==> src/rtl/alu_control_mc.sv <==
// alu_control_mc: ALU select decoder with multi-cycle unsigned multiply/divide sequencer
module alu_control_mc #(
  parameter int WIDTH = 32,
  parameter int CNT_W = $clog2(WIDTH) + 1
) (
  input  logic             clk,
  input  logic             rst,
  input  logic             valid_in,
  input  logic [5:0]       Funct,
  input  logic [2:0]       ALUOP,
  input  logic [WIDTH-1:0] A,
  input  logic [WIDTH-1:0] B,
  output logic [3:0]       Sel,
  output logic             illegal,
  output logic             stall,
  output logic [WIDTH-1:0] result,
  output logic [WIDTH-1:0] result_hi,
  output logic             done,
  output logic             dz
);
  typedef enum logic [1:0] {IDLE, MUL, DIV, DONE} state_t;
  state_t state;
  logic [CNT_W-1:0] cnt;
  logic [WIDTH-1:0] hi, lo, b_r;
  logic [4:0] dec;
  logic accept, busy, last, div_ge;
  logic [WIDTH:0] mul_sum, div_sh;
  logic [WIDTH-1:0] div_df, nxt_hi, nxt_lo;
  assign busy   = (state == MUL) || (state == DIV);
  assign stall  = busy;
  assign accept = valid_in && ((state == IDLE) || (state == DONE));
  assign last   = cnt == CNT_W'(WIDTH - 1);
  // {illegal, Sel} decode of the incoming operation
  always_comb begin
    dec = 5'b10000;
    case (ALUOP)
      3'b000: dec = 5'b00001;
      3'b001: dec = 5'b00010;
      3'b011: dec = 5'b00101;
      3'b100: dec = 5'b01000;
      3'b101: dec = 5'b00110;
      3'b010:
        case (Funct)
          6'b000000: dec = 5'b00000;
          6'b100000: dec = 5'b00001;
          6'b100010: dec = 5'b00010;
          6'b011001: dec = 5'b00011;
          6'b011010: dec = 5'b00100;
          6'b100100: dec = 5'b00101;
          6'b100101: dec = 5'b00110;
          6'b100111: dec = 5'b00111;
          6'b101010: dec = 5'b01000;
          6'b100110: dec = 5'b01001;
          default:   dec = 5'b10000;
        endcase
      default: dec = 5'b10000;
    endcase
  end
  // one shift-add or restoring-divide step; hi/lo hold {partial product, multiplier} or {remainder, dividend/quotient}
  always_comb begin
    mul_sum = {1'b0, hi} + (lo[0] ? {1'b0, b_r} : '0);
    div_sh  = {hi, lo[WIDTH-1]};
    div_ge  = div_sh >= {1'b0, b_r};
    div_df  = div_sh[WIDTH-1:0] - b_r;
    nxt_hi  = (state == MUL) ? mul_sum[WIDTH:1] : (div_ge ? div_df : div_sh[WIDTH-1:0]);
    nxt_lo  = (state == MUL) ? {mul_sum[0], lo[WIDTH-1:1]} : {lo[WIDTH-2:0], div_ge};
  end
  // sequencer: accept, iterate WIDTH steps, publish results with a one-cycle done
  always_ff @(posedge clk or posedge rst) begin
    if (rst) begin
      state     <= IDLE;
      cnt       <= '0;
      Sel       <= '0;
      illegal   <= 1'b0;
      done      <= 1'b0;
      dz        <= 1'b0;
      result    <= '0;
      result_hi <= '0;
      hi        <= '0;
      lo        <= '0;
      b_r       <= '0;
    end else begin
      done <= 1'b0;
      if (accept) begin
        Sel     <= dec[3:0];
        illegal <= dec[4];
        cnt     <= '0;
        hi      <= '0;
        lo      <= A;
        b_r     <= B;
        state   <= (dec[3:0] == 4'd3) ? MUL : (dec[3:0] == 4'd4) ? DIV : IDLE;
      end else if (busy) begin
        hi  <= nxt_hi;
        lo  <= nxt_lo;
        cnt <= cnt + 1'b1;
        if (last) begin
          state     <= DONE;
          done      <= 1'b1;
          result    <= nxt_lo;
          result_hi <= nxt_hi;
          dz        <= (state == DIV) && (b_r == '0);
        end
      end else begin
        state <= IDLE;
      end
    end
  end
endmodule

==> config.mk <==
export PLATFORM = sky130hd
export DESIGN_NAME = alu_control_mc
export DESIGN_NICKNAME = d
export VERILOG_FILES = /design/src/rtl/alu_control_mc.sv
export SDC_FILE = /design/constraint.sdc
export NUM_CORES = 1
export LEC_CHECK = 0
export BUFFER_PORTS_ARGS = -buffer_cell sky130_fd_sc_hd__buf_2
export CORE_UTILIZATION = 39
export CTS_BUF_LIST = sky130_fd_sc_hd__clkbuf_4 sky130_fd_sc_hd__clkbuf_8
export DETAILED_ROUTE_END_ITERATION = 12
export PLACE_DENSITY_LB_ADDON = 0.25
export SLEW_MARGIN = 20
export SYNTH_ARGS = -nofsm -noshare
export SYNTH_HDL_FRONTEND = slang
export SYNTH_SLANG_ARGS = --single-unit
==> constraint.sdc <==
create_clock -name clk -period 7 [get_ports clk]
set_input_delay 1.4 -clock clk [delete_from_list [all_inputs] [get_ports clk]]
set_output_delay 1.4 -clock clk [all_outputs]
set_load 0.02 [all_outputs]
# ---- Yosys cells after proc, flatten, opt, wreduce, memory -nomap -nowiden
# Index checks and enable logic that the tools add are counted.
# W data, S select, Z words.
dict set report op_classes {
  n_addsub 3
  order_cmp 1
  eq_ne 21
  mux 20
  n_bitwise 1
  n_reduce_logical 10
}
# operator count
set ops {}
lappend ops {{$mux W32} 8}
lappend ops {{$pmux W5 S10} 1}
lappend ops {{$eq A6 B6 Y1 const B} 7}
lappend ops {{$add A32 B32 Y33} 1}
lappend ops {{$ge A33 B32 Y1} 1}
lappend ops {{$logic_not A32 Y1} 1}
lappend ops {{$sub A32 B32 Y32} 1}
lappend ops {{$pmux W5 S6} 1}
lappend ops {{$eq A6 B5 Y1 const B} 3}
lappend ops {{$mux W6} 2}
lappend ops {{$mux W2} 5}
lappend ops {{$add A6 B1 Y6 const B} 1}
lappend ops {{$eq A3 B2 Y1 const B} 2}
lappend ops {{$eq A3 B3 Y1 const B} 2}
lappend ops {{$logic_not A6 Y1} 1}
lappend ops {{$eq A2 B2 Y1 const B} 2}
lappend ops {{$eq A4 B2 Y1 const B} 1}
lappend ops {{$eq A4 B3 Y1 const B} 1}
lappend ops {{$eq A3 B1 Y1 const B} 1}
lappend ops {{$logic_not A3 Y1} 1}
lappend ops {{$mux W1} 3}
lappend ops {{$ne A3 B1 Y1 const B} 1}
lappend ops {{$reduce_and A3 Y1} 1}
lappend ops {{$eq A2 B1 Y1 const B} 1}
lappend ops {{5 further kinds} 7}
dict set report word_totals {
  register_bits 175
  inputBits 76
  out_inout_bits 72
  word_cells 67
}

# ---- Depth between registers and ports, before layout
# Gate-level depths: netlist (run 1).
dict set report depth {
  depth_word 7
  ltp_mapped 13
}

# ---- Least setup slack after synthesis (run 1)
# OpenSTA, ideal clock, no wires.
dict set report synth_path {
  path_kind {flip-flop to flip-flop}
  from {reg lo[0]}
  to {reg result_hi[29]}
  t_arrival_ns 2.999
  required_time_ns 6.875
  setup_slack_ns 3.877
  stages_incl_launch_ff 14
  path_buffers 1
  path_cell_list {dfrtp_1 -> clkbuf_1 -> and2_1 -> ha_1 -> fa_1 -> a211oi_1 -> o211ai_1 -> a21oi_1 -> o21ai_1 -> o211ai_2 -> a211oi_1 -> a211oi_1 -> o311ai_1 -> mux2_2}
}
dict set report synth_via {
  elab_chain_len 3
}
# element line
set synth_lines {}
lappend synth_lines {{start, declared} 24} ;# logic [WIDTH-1:0] hi, lo, b_r;
lappend synth_lines {{start signal, assigned} 94} ;# lo <= nxt_lo;
lappend synth_lines {{$mux W32} 61} ;# mul_sum = {1'b0, hi} + (lo[0] ? {1'b0, b_r} : '0);
lappend synth_lines {{$add A32 B32 Y33} 61}
lappend synth_lines {{$mux W32} 65} ;# nxt_hi = (state == MUL) ? mul_sum[WIDTH:1] : (div_ge ? div_df : div_sh[WIDTH-1:0]);
lappend synth_lines {{end signal, assigned} 100} ;# result_hi <= nxt_hi;
lappend synth_lines {{end, declared} 17} ;# output logic [WIDTH-1:0] result_hi,
# Every way passes these cells.
# A chain may end at the register's enable or synchronous reset.

# ---- Worst setup path in the final report (run 1)
dict set report layout_path {
  from {reg lo[0]}
  to {reg result_hi[26]}
}
# Same word-level chain as after synthesis.

==> impl_metrics.env, run 1 <==
export IMPL_outcome="finished clean"
export IMPL_ys_types=77
export IMPL_hp_class="reg2reg"
export IMPL_post_drt_wl_per_cell_um=17.6
export IMPL_async_flop_share_pct=100
export IMPL_rrSetupSlack_ns=2.73
export IMPL_fin_crit_ns=4.27
export IMPL_clock_latency_ns=0.52
export IMPL_drt_iter0_drc=600
export IMPL_final_common_cell="dfrtp_1"
export IMPL_drive_gt1_share_pct=18.2
export IMPL_dieArea_um2=31400
export IMPL_wl_um=32900
export IMPL_area_delta_synth_final_pct=11.9
export IMPL_port_buffers=147
export IMPL_drv_slew=0
export IMPL_routed_via_count=10300
export IMPL_hpwl_um=23400
export IMPL_crit_path_max_fanout=34
export IMPL_synth_seq_cells=175
export IMPL_grt_max_degree=118
export IMPL_synth_seq_area_share_pct=36.5
export IMPL_drc=0
export IMPL_startpoint_type="flop"
export IMPL_drtPass1Iterations=6
export IMPL_finalNetCount=1610
export IMPL_worst_ep_required_time_ns=7.38
export IMPL_syn_num_nets=1512
export IMPL_grt_pass1_vias=9767
export IMPL_leakagePower_nw=6.19
export IMPL_fin_util_pct=44.8
export IMPL_arrival_ns=4.65
export IMPL_place_gp_congestion=0.901
export IMPL_numCtsBuffers=17
export IMPL_worstSetupEndpointType="flop"
export IMPL_peakVddDrop_mv=0.197
export IMPL_clockRootBuffer="clkbuf_8"
export IMPL_synth_edf_count=0
export IMPL_synth_area_um2=12000
export IMPL_syn_avg_cell_area_um2=8.77
export IMPL_max_stage_delay_ns=1.00
export IMPL_ios=148
export IMPL_syn_inst=1367
export IMPL_fin_crit_sh_pct=61.0
export IMPL_worstMarginPinSlew_ns=0.989
export IMPL_core_area_um2=30000
export IMPL_die_height_um=177
export IMPL_drv_cap=0
export IMPL_dpl_cell_area_um2=13000
export IMPL_cts_hold_buf=0
export IMPL_clk_path_buf_depth=2
export IMPL_criticalPathCategory="reg2reg"
export IMPL_ys_warn_count=0
export IMPL_clk_pin_slew_ns=0.11
export IMPL_ant_nets=0
export IMPL_crit_chain="and2_1, ha_1, a211o_1, nor4bb_1, nor3_1, a21oi_1, o21ai_0, or4_1, nand3_1, o31ai_1"
export IMPL_core_rowCount=63
export IMPL_cts_tree="done"
export IMPL_start_util_pct=40.0
export IMPL_synth_flop_cell="dfrtp_1"
export IMPL_max_freq_mhz=234
export IMPL_rsz0062_at_grt="no"
export IMPL_slowest_stage="dfrtp_1"
export IMPL_overflow=0
export IMPL_finalNonFillerCells=1869
export IMPL_grt_usage_pct=21.6
export IMPL_setup_viol=0
export IMPL_placed_cells_incl_taps=1836
export IMPL_slew_headroom_pct=33.8
export IMPL_hold_viol_final=0
export IMPL_powerDensity_nw_per_um2=383
export IMPL_final_cell_area_um2=13400
export IMPL_fin_setup_tns_ns=0
export IMPL_die_x_um=177
export IMPL_layout_cells_most_common_list="175 x dfrtp_1, 147 x buf_2, 131 x a21oi_1"
export IMPL_ctsHtreeMaxLevel=4
export IMPL_viasPerCell=5.50
export IMPL_cts_setup_buffers=0
export IMPL_grt_pass1_wl_um=53100
export IMPL_post_cts_resized=0
export IMPL_fin_skew_ns=0.0186
export IMPL_grt_antenna_before_repair=3
export IMPL_cts_sinks=175
cell type report:
class	instances	area (um^2)
Antenna cell	1	2.50
Clock buffer	17	234
Clock inverter	15	190
Fill cell	3000	16500
Inverter	60	234
Multi-Input combinational cell	1056	7090
Sequential cell	175	4380
Tap cell	390	488
Timing Repair Buffer	155	796
power by group:
group / switching (mW) / internal [mW]
Clock: 0.454 / 0.305
Sequential: 0.330 / 1.27
Combinational: 1.63 / 1.15
Total: 2.41 / 2.72
synth_stat cells, drive strengths merged (3+ instances only):
cell type / instances / area share (%)
dfrtp: 175 / 37
a21oi: 132 / 5.5
nand2: 130 / 4.1
o21ai: 117 / 5.1
nor2: 97 / 3.0
ha: 67 / 7.0
inv: 60 / 1.9
clkbuf: 58 / 1.8
mux2: 49 / 4.8
a211oi: 44 / 2.8
mux2i: 44 / 3.7
and2: 37 / 1.9
nor2b: 36 / 1.9
nand3: 31 / 1.3
xnor2: 27 / 2.0
a21o: 25 / 1.6
xor2: 23 / 1.7
o31ai: 20 / 1.3
nor3: 19 / 0.84
buf: 18 / 0.79
nand4: 15 / 0.78
o211ai: 15 / 1.0
o21a: 15 / 0.94
nand2b: 10 / 0.52
a31oi: 9 / 0.47
or2: 9 / 0.47
nor4: 8 / 0.42
a22o: 7 / 0.51
and3: 7 / 0.37
or3: 6 / 0.31
o31a: 5 / 0.37
o21bai: 4 / 0.25
o311ai: 4 / 0.36
o41ai: 4 / 0.29
a211o: 3 / 0.22
a41oi: 3 / 0.22
o2111ai: 3 / 0.22
o22ai: 3 / 0.21
or4: 3 / 0.19
routing by layer:
metal	GRT usage (%)	share of wire (%)
met5	0	0.082
met4	6.16	1.5
met3	5.13	6.0
met1	30.4	48
met2	32.8	45
cell families after synthesis:
logic type               Yosys count  share of synthesized area [%]
adder cells (fa/ha/maj)           70                           7.41
flip-flops                       175                           36.5
buffers and inverters            136                           4.50
multiplexers                      93                           8.50
XOR/XNOR                          50                           3.65
AND/OR/NAND/NOR                  415                           16.7
AO/OA/AOI/OAI                    428                           22.7
through the flow:
| stage | hold WS [ns] | worst slack (ns) | power (mW) |
|---|---|---|---|
| 2_1_floorplan | 0.455 | 0.855 | 3.68 |
| 3_3_place_gp | 0.457 | 2.89 | 4.32 |
| 3_5_place_dp | 0.465 | 2.83 | 4.36 |
| 4_1_cts | 0.489 | 2.82 | 5.15 |
| 5_1_grt | 0.501 | 2.44 | 5.56 |
| 6_report | 0.481 | 2.73 | 5.13 |
state kept, by name (all words and copies together), names as in the netlist:
name / count
b_r: 32
hi: 32
lo: 32
result: 32
result_hi: 32
cnt: 6
Sel: 4
state: 2
done: 1
dz: 1
illegal: 1
path summary, 6_finish.rpt:
kind / endpoint / cells after the start / from
worst max register to register: result_hi[26] / 10 / lo[0]
worst min-delay path: result_hi[14] / 2 / result_hi[14]
worst max-delay path: result_hi[26] / 10 / lo[0]
max in group asynchronous: result_hi[24] / 3 / rst
worst min register to register: result_hi[14] / 2 / result_hi[14]
min in group asynchronous: b_r[2] / 2 / rst
critical path, delay by kind of cell, from the launching register on:
family / cells / cell delay (ns)
and+or+nand+nor: 5 / 1.47
DFF: 1 / 1.00
AOI/OAI and AO/OA: 4 / 1.36
adders and majority gates: 1 / 0.29
(Power assumes the default switching activity.)
==> inputs of run 2 (changes only) <==
==> constraint.sdc (replaced) <==
create_clock -name clk -period 4.26 [get_ports clk]
set_input_delay 0.852 -clock clk [delete_from_list [all_inputs] [get_ports clk]]
set_output_delay 0.852 -clock clk [all_outputs]
set_load 0.02 [all_outputs]
==> run 2 against run 1 <==
  * Via count is 0.45% higher
  * Non-clock buffer count is 8 higher
  * Critical path depth is 2 higher
  * Core utilization hardly changed
  * Clock power is 48% higher
  * Worst hold slack worse by 0.0017 ns
  * Cell count is 0.43% higher
  * Sequential cell count stayed put
  * Sequential power is 62% higher
  * Count of clock-buffer cells in the layout is 3 higher
  * Critical path type unchanged
==> impl_metrics.env, run 2 (synthesis results as in run 1) <==
export IMPL_drt_iter0_drc=567
export IMPL_criticalPathCategory="reg2reg"
export IMPL_ctsHtreeMaxLevel=4
export IMPL_fin_skew_ns=0.0220
export IMPL_layout_cells_most_common_list="175 x dfrtp_1, 147 x buf_2, 131 x a21oi_1"
export IMPL_numCtsBuffers=17
export IMPL_slew_headroom_pct=31.9
export IMPL_cts_tree="done"
export IMPL_fin_crit_ns=3.79
export IMPL_leakagePower_nw=6.21
export IMPL_hold_viol_final=0
export IMPL_hp_class="reg2reg"
export IMPL_drv_slew=0
export IMPL_post_drt_wl_per_cell_um=17.3
export IMPL_power_mw=8.30
export IMPL_dieArea_um2=31400
export IMPL_port_buffers=147
export IMPL_drv_cap=0
export IMPL_core_area_um2=30000
export IMPL_powerDensity_nw_per_um2=619
export IMPL_rsz0062_at_grt="no"
export IMPL_die_height_um=177
export IMPL_met1_usage_pct=29.8
export IMPL_final_common_cell="dfrtp_1"
export IMPL_area_delta_synth_final_pct=12.0
export IMPL_finalNetCount=1618
export IMPL_peakVddDrop_mv=0.335
export IMPL_grt_pass1_vias=9936
export IMPL_clk_path_buf_depth=2
export IMPL_grt_max_degree=119
export IMPL_drc=0
export IMPL_ant_nets=0
export IMPL_ios=148
export IMPL_crit_path_max_fanout=17
export IMPL_cts_hold_buf=0
export IMPL_worst_ep_required_time_ns=4.66
export IMPL_fin_util_pct=44.8
export IMPL_max_freq_mhz=264
export IMPL_fin_crit_sh_pct=88.9
export IMPL_startpoint_type="flop"
export IMPL_globalRouteMet2Util_pct=32.2
export IMPL_post_cts_resized=0
export IMPL_worstSetupEndpointType="flop"
export IMPL_core_rowCount=63
export IMPL_clock_latency_ns=0.50
export IMPL_grt_usage_pct=21.3
export IMPL_die_x_um=177
export IMPL_clockRootBuffer="clkbuf_8"
export IMPL_worstMarginPinSlew_ns=1.02
export IMPL_routed_via_count=10300
export IMPL_wl_um=32400
export IMPL_cts_setup_buffers=0
export IMPL_grt_antenna_before_repair=3
export IMPL_top_usage_layer="met2"
export IMPL_n_fill_cell=3008
export IMPL_drive_gt1_share_pct=18.6
export IMPL_arrival_ns=4.18
export IMPL_grt_pass1_wl_um=52800
export IMPL_cts_sinks=175
export IMPL_viasPerCell=5.50
export IMPL_place_gp_congestion=0.890
export IMPL_start_util_pct=40.0
export IMPL_overflow=0
export IMPL_clk_pin_slew_ns=0.10
export IMPL_fin_setup_tns_ns=0
export IMPL_hpwl_um=23700
export IMPL_setup_viol=0
export IMPL_drtPass1Iterations=5
export IMPL_outcome="finished clean"
export IMPL_use_met3_pct=4.27
## run 2: cell types whose count changed in the layout (fill, tap and decap cells not counted), sizes merged
cell,previous run,this run
clkbuf,17,20
clkinv,6,5
bufinv,1,0
inv,66,65
buf,155,163
## run 2: worst max-delay path, cell delays in order (launching register included)
cell,delay (ns)
dfrtp_1,0.57
and2_1,0.25
ha_1,0.20
fa_1,0.43
a211oi_1,0.28
o211ai_1,0.16
a21oi_1,0.43
o21ai_1,0.23
o211ai_2,0.31
a211oi_1,0.12
a211oi_1,0.24
o311ai_1,0.15
mux2_2,0.30
## run 2: routing by layer
| layer | vias to the layer above | share of wire, % |
|---|---|---|
| met1 | 4877 | 48 |
| met5 | - | 0.071 |
| li1 | 5135 | - |
| met2 | 258 | 44 |
| met3 | 47 | 5.5 |
| met4 | 4 | 2.5 |
## run 2: where the power goes
| part | internal, mW | switching [mW] | leakage [nW] |
|---|---|---|---|
| Sequential | 2.09 | 0.505 | 2.28 |
| Combinational | 1.91 | 2.68 | 3.74 |
| Clock | 0.448 | 0.672 | 0.191 |
| Total | 4.44 | 3.86 | 6.21 |
## run 2: path summary, 6_finish.rpt
check | from | end | slack [ns] | cells past startpoint
worst min register to register | result_hi[16] | result_hi[16] | 0.48 | 2
max in group asynchronous | rst | b_r[21] | 3.14 | 3
worst max-delay path | lo[0] | result_hi[29] | 0.47 | 12
min in group asynchronous | rst | hi[5] | 0.50 | 3
worst min-delay path | result_hi[16] | result_hi[16] | 0.48 | 2
worst max register to register | lo[0] | result_hi[29] | 0.47 | 12
## run 2: cell type report
type,count,area [um^2],share of cell area (%)
inverters,60,230,1.72
flip-flops and latches,175,4380,32.6
diodes,1,2.50,0.0187
repair buffers,163,868,6.47
clock inverters,12,100,0.746
multi-input cells,1056,7080,52.8
clock buffers,20,263,1.96
well taps,390,488,3.64
## run 2: through the flow
step                      setup WS (ns)  hold WS, ns  cells  instance area [um^2]
after floorplan                    1.14        0.455   1367                 12000
after global placement            0.574        0.459   1844                 13000
after detailed placement          0.486        0.466   1844                 13000
after CTS                         0.466        0.488   1876                 13400
after global routing              0.204        0.503   1876                 13400
final                             0.474        0.479   1877                 13400
==> inputs of run 3 (changes only) <==
--- a/config.mk
+++ b/config.mk
@@ -6,9 +6,11 @@
 export NUM_CORES = 1
 export LEC_CHECK = 0
 export BUFFER_PORTS_ARGS = -buffer_cell sky130_fd_sc_hd__buf_2
+export CORE_MARGIN = 1.5
 export CORE_UTILIZATION = 39
 export CTS_BUF_LIST = sky130_fd_sc_hd__clkbuf_4 sky130_fd_sc_hd__clkbuf_8
 export DETAILED_ROUTE_END_ITERATION = 12
+export HOLD_SLACK_MARGIN = 0.15
 export PLACE_DENSITY_LB_ADDON = 0.25
 export SLEW_MARGIN = 20
 export SYNTH_ARGS = -nofsm -noshare
==> constraint.sdc (replaced) <==
create_clock -name clk -period 4.26 [get_ports clk]
set_input_delay 0 -clock clk [delete_from_list [all_inputs] [get_ports clk]]
set_output_delay 0 -clock clk [all_outputs]
set_load 0.02 [all_outputs]
==> run 3 against run 2 <==
  * Cell area up 6.0%
  * Sequential share of layout area down 1.8 points
  * Largest power group unchanged
  * Cell count up 4.0%
  * Core utilization up 2.7 points
  * Maximum frequency barely moved
  * Via count up 3.9%
  * Largest cell class unchanged
  * Power up 1.9%
  * Highest routed layer is now met4
==> impl_metrics.env, run 3 (synthesis results as in run 1) <==
export IMPL_outcome="finished clean"
export IMPL_placed_cells_incl_taps=1842
export IMPL_worst_ep_required_time_ns=4.68
export IMPL_cts_sinks=175
export IMPL_startpoint_type="flop"
export IMPL_grt_usage_pct=21.7
export IMPL_peakVddDrop_mv=0.311
export IMPL_die_x_um=178
export IMPL_max_stage_delay_ns=0.58
export IMPL_fin_setup_tns_ns=0
export IMPL_top_usage_layer="met2"
export IMPL_sw_frac_of_total_pct=46.2
export IMPL_drt_iter0_drc=581
export IMPL_grt_pass1_wl_um=54400
export IMPL_drive_gt1_share_pct=17.6
export IMPL_hpwl_um=23600
export IMPL_cp_num_cells=12
export IMPL_slowest_stage="dfrtp_1"
export IMPL_place_gp_congestion=0.927
export IMPL_drv_cap=0
export IMPL_p_comb_share_pct=55.2
export IMPL_routed_via_count=10700
export IMPL_crit_chain="and2_1, ha_1, fa_1, a211oi_1, o211ai_1, a21oi_1, o21ai_1, o211ai_2, a211oi_1, a211oi_1, o311ai_1, mux2_2"
export IMPL_overflow=0
export IMPL_finalNetCount=1695
export IMPL_clock_power_share_pct=14.1
export IMPL_fin_crit_ns=3.79
export IMPL_n_fill_cell=2920
export IMPL_worstMarginPinSlew_ns=1.02
export IMPL_fin_skew_ns=0.0267
export IMPL_numCtsBuffers=17
export IMPL_core_area_um2=30000
export IMPL_criticalPathCategory="reg2reg"
export IMPL_core_rowCount=63
export IMPL_rr_endpoint="result_hi[29]"
export IMPL_use_met3_pct=4.26
export IMPL_arrival_ns=4.20
export IMPL_start_util_pct=40.0
export IMPL_slew_headroom_pct=31.9
export IMPL_ant_nets=0
export IMPL_clk_pin_slew_ns=0.11
export IMPL_post_drt_wl_per_cell_um=16.9
export IMPL_rsz0062_at_grt="no"
export IMPL_num_antenna_cells=0
export IMPL_leakagePower_nw=6.54
export IMPL_reg2reg_depth=12
export IMPL_crit_family="compound AO/OA/AOI/OAI gates"
export IMPL_clockRootBuffer="clkbuf_8"
export IMPL_layout_cells_most_common_list="175 x dfrtp_1, 147 x buf_2, 131 x a21oi_1"
export IMPL_crit_path_frequent_cell="a211oi_1"
export IMPL_met1_usage_pct=29.5
export IMPL_globalRouteMet2Util_pct=34.5
export IMPL_hp_class="in2reg"
export IMPL_wl_um=33100
export IMPL_r2r_start="lo[0]"
export IMPL_dp_slack_ns=0.512
export IMPL_critPathCapture="result_hi[29]"
export IMPL_viasPerCell=5.49
export IMPL_cts_tree="done"
export IMPL_worstSetupEndpointType="flop"
export IMPL_rrSetupSlack_ns=0.47
export IMPL_ios=148
export IMPL_port_buffers=147
export IMPL_finalNonFillerCells=1953
export IMPL_clock_latency_ns=0.52
export IMPL_area_delta_synth_final_pct=18.6
export IMPL_grt_pass1_vias=10400
export IMPL_crit_path_max_fanout=17
export IMPL_grt_antenna_before_repair=0
export IMPL_hold_viol_final=0
export IMPL_ctsHtreeMaxLevel=4
export IMPL_die_height_um=178
export IMPL_powerDensity_nw_per_um2=595
export IMPL_path_buf_inv=0
export IMPL_crit_start="lo[0]"
export IMPL_drtPass1Iterations=5
export IMPL_setup_viol=0
export IMPL_drv_slew=0
export IMPL_p_switching_mw=3.91
export IMPL_setup_slack_ns=0.472
export IMPL_fin_crit_sh_pct=88.9
export IMPL_hold_start="B[29]"
export IMPL_clk_path_buf_depth=2
export IMPL_intPower_mw=4.55
export IMPL_power_mw=8.46
export IMPL_seqPwrFrac_pct=30.7
export IMPL_cts_setup_buffers=0
export IMPL_max_freq_mhz=264
export IMPL_grt_max_degree=176
export IMPL_final_common_cell="dfrtp_1"
export IMPL_dieArea_um2=31800
export IMPL_drc=0
[run 3: repair_timing]
| action | CTS | global route |
|---|---|---|
| hold endpoints to repair | 246 | 0 |
| gates resized for setup | 0 | 0 |
| hold buffers | 79 | 0 |
[run 3: worst min path at each step]
| stage | slack, ns | to | cells after the start |
|---|---|---|---|
| after floorplan | 0.1 | Sel[3] | 1 |
| after global placement | 0.23 | b_r[29] | 2 |
| after detailed placement | 0.24 | b_r[4] | 2 |
| after CTS | 0.22 | b_r[19] | 3 |
| after global routing | 0.23 | b_r[17] | 3 |
| final | 0.26 | b_r[29] | 3 |
[run 3: metal layers]
| layer | vias up | wire [um] |
|---|---|---|
| met2 | 237 | 15100 |
| li1 | 5280 | - |
| met3 | 39 | 1510 |
| met4 | 0 | 673 |
| met5 | - | 0 |
| met1 | 5163 | 15800 |
[run 3: final cells by class]
type | instances | area (um^2) | area share, %
multi-input combinational | 1056 | 7080 | 49.8
sequential | 175 | 4380 | 30.8
timing repair buffer | 240 | 1640 | 11.6
tap | 390 | 488 | 3.43
clock buffer | 18 | 241 | 1.70
inverter | 60 | 230 | 1.62
clock inverter | 14 | 148 | 1.04
[run 3: power groups by stage]
stage               clock (mW)  sequential (mW)  combinational [mW]
floorplan                    0             2.42                3.63
global placement             0             2.62                4.50
detailed placement           0             2.62                4.56
CTS                       1.23             2.60                4.66
global route              1.30             2.66                5.23
finish                    1.19             2.60                4.67
[run 3: stage by stage]
step	utilization [%]	area (um^2)	hold WS, ns
finish	47.5	14200	0.256
global route	47.5	14200	0.235
CTS	47.5	14200	0.220
detailed placement	43.5	13000	0.235
global placement	43.5	13000	0.233
floorplan	-	12000	0.0958
[run 3: worst reg2reg max path, delay by kind of cell, from the launching register on]
family / cells / cell delay, ns
AOI/OAI and AO/OA: 8 / 1.93
adders and majority gates: 2 / 0.65
muxes: 1 / 0.28
DFF: 1 / 0.58
and+or+nand+nor: 1 / 0.26
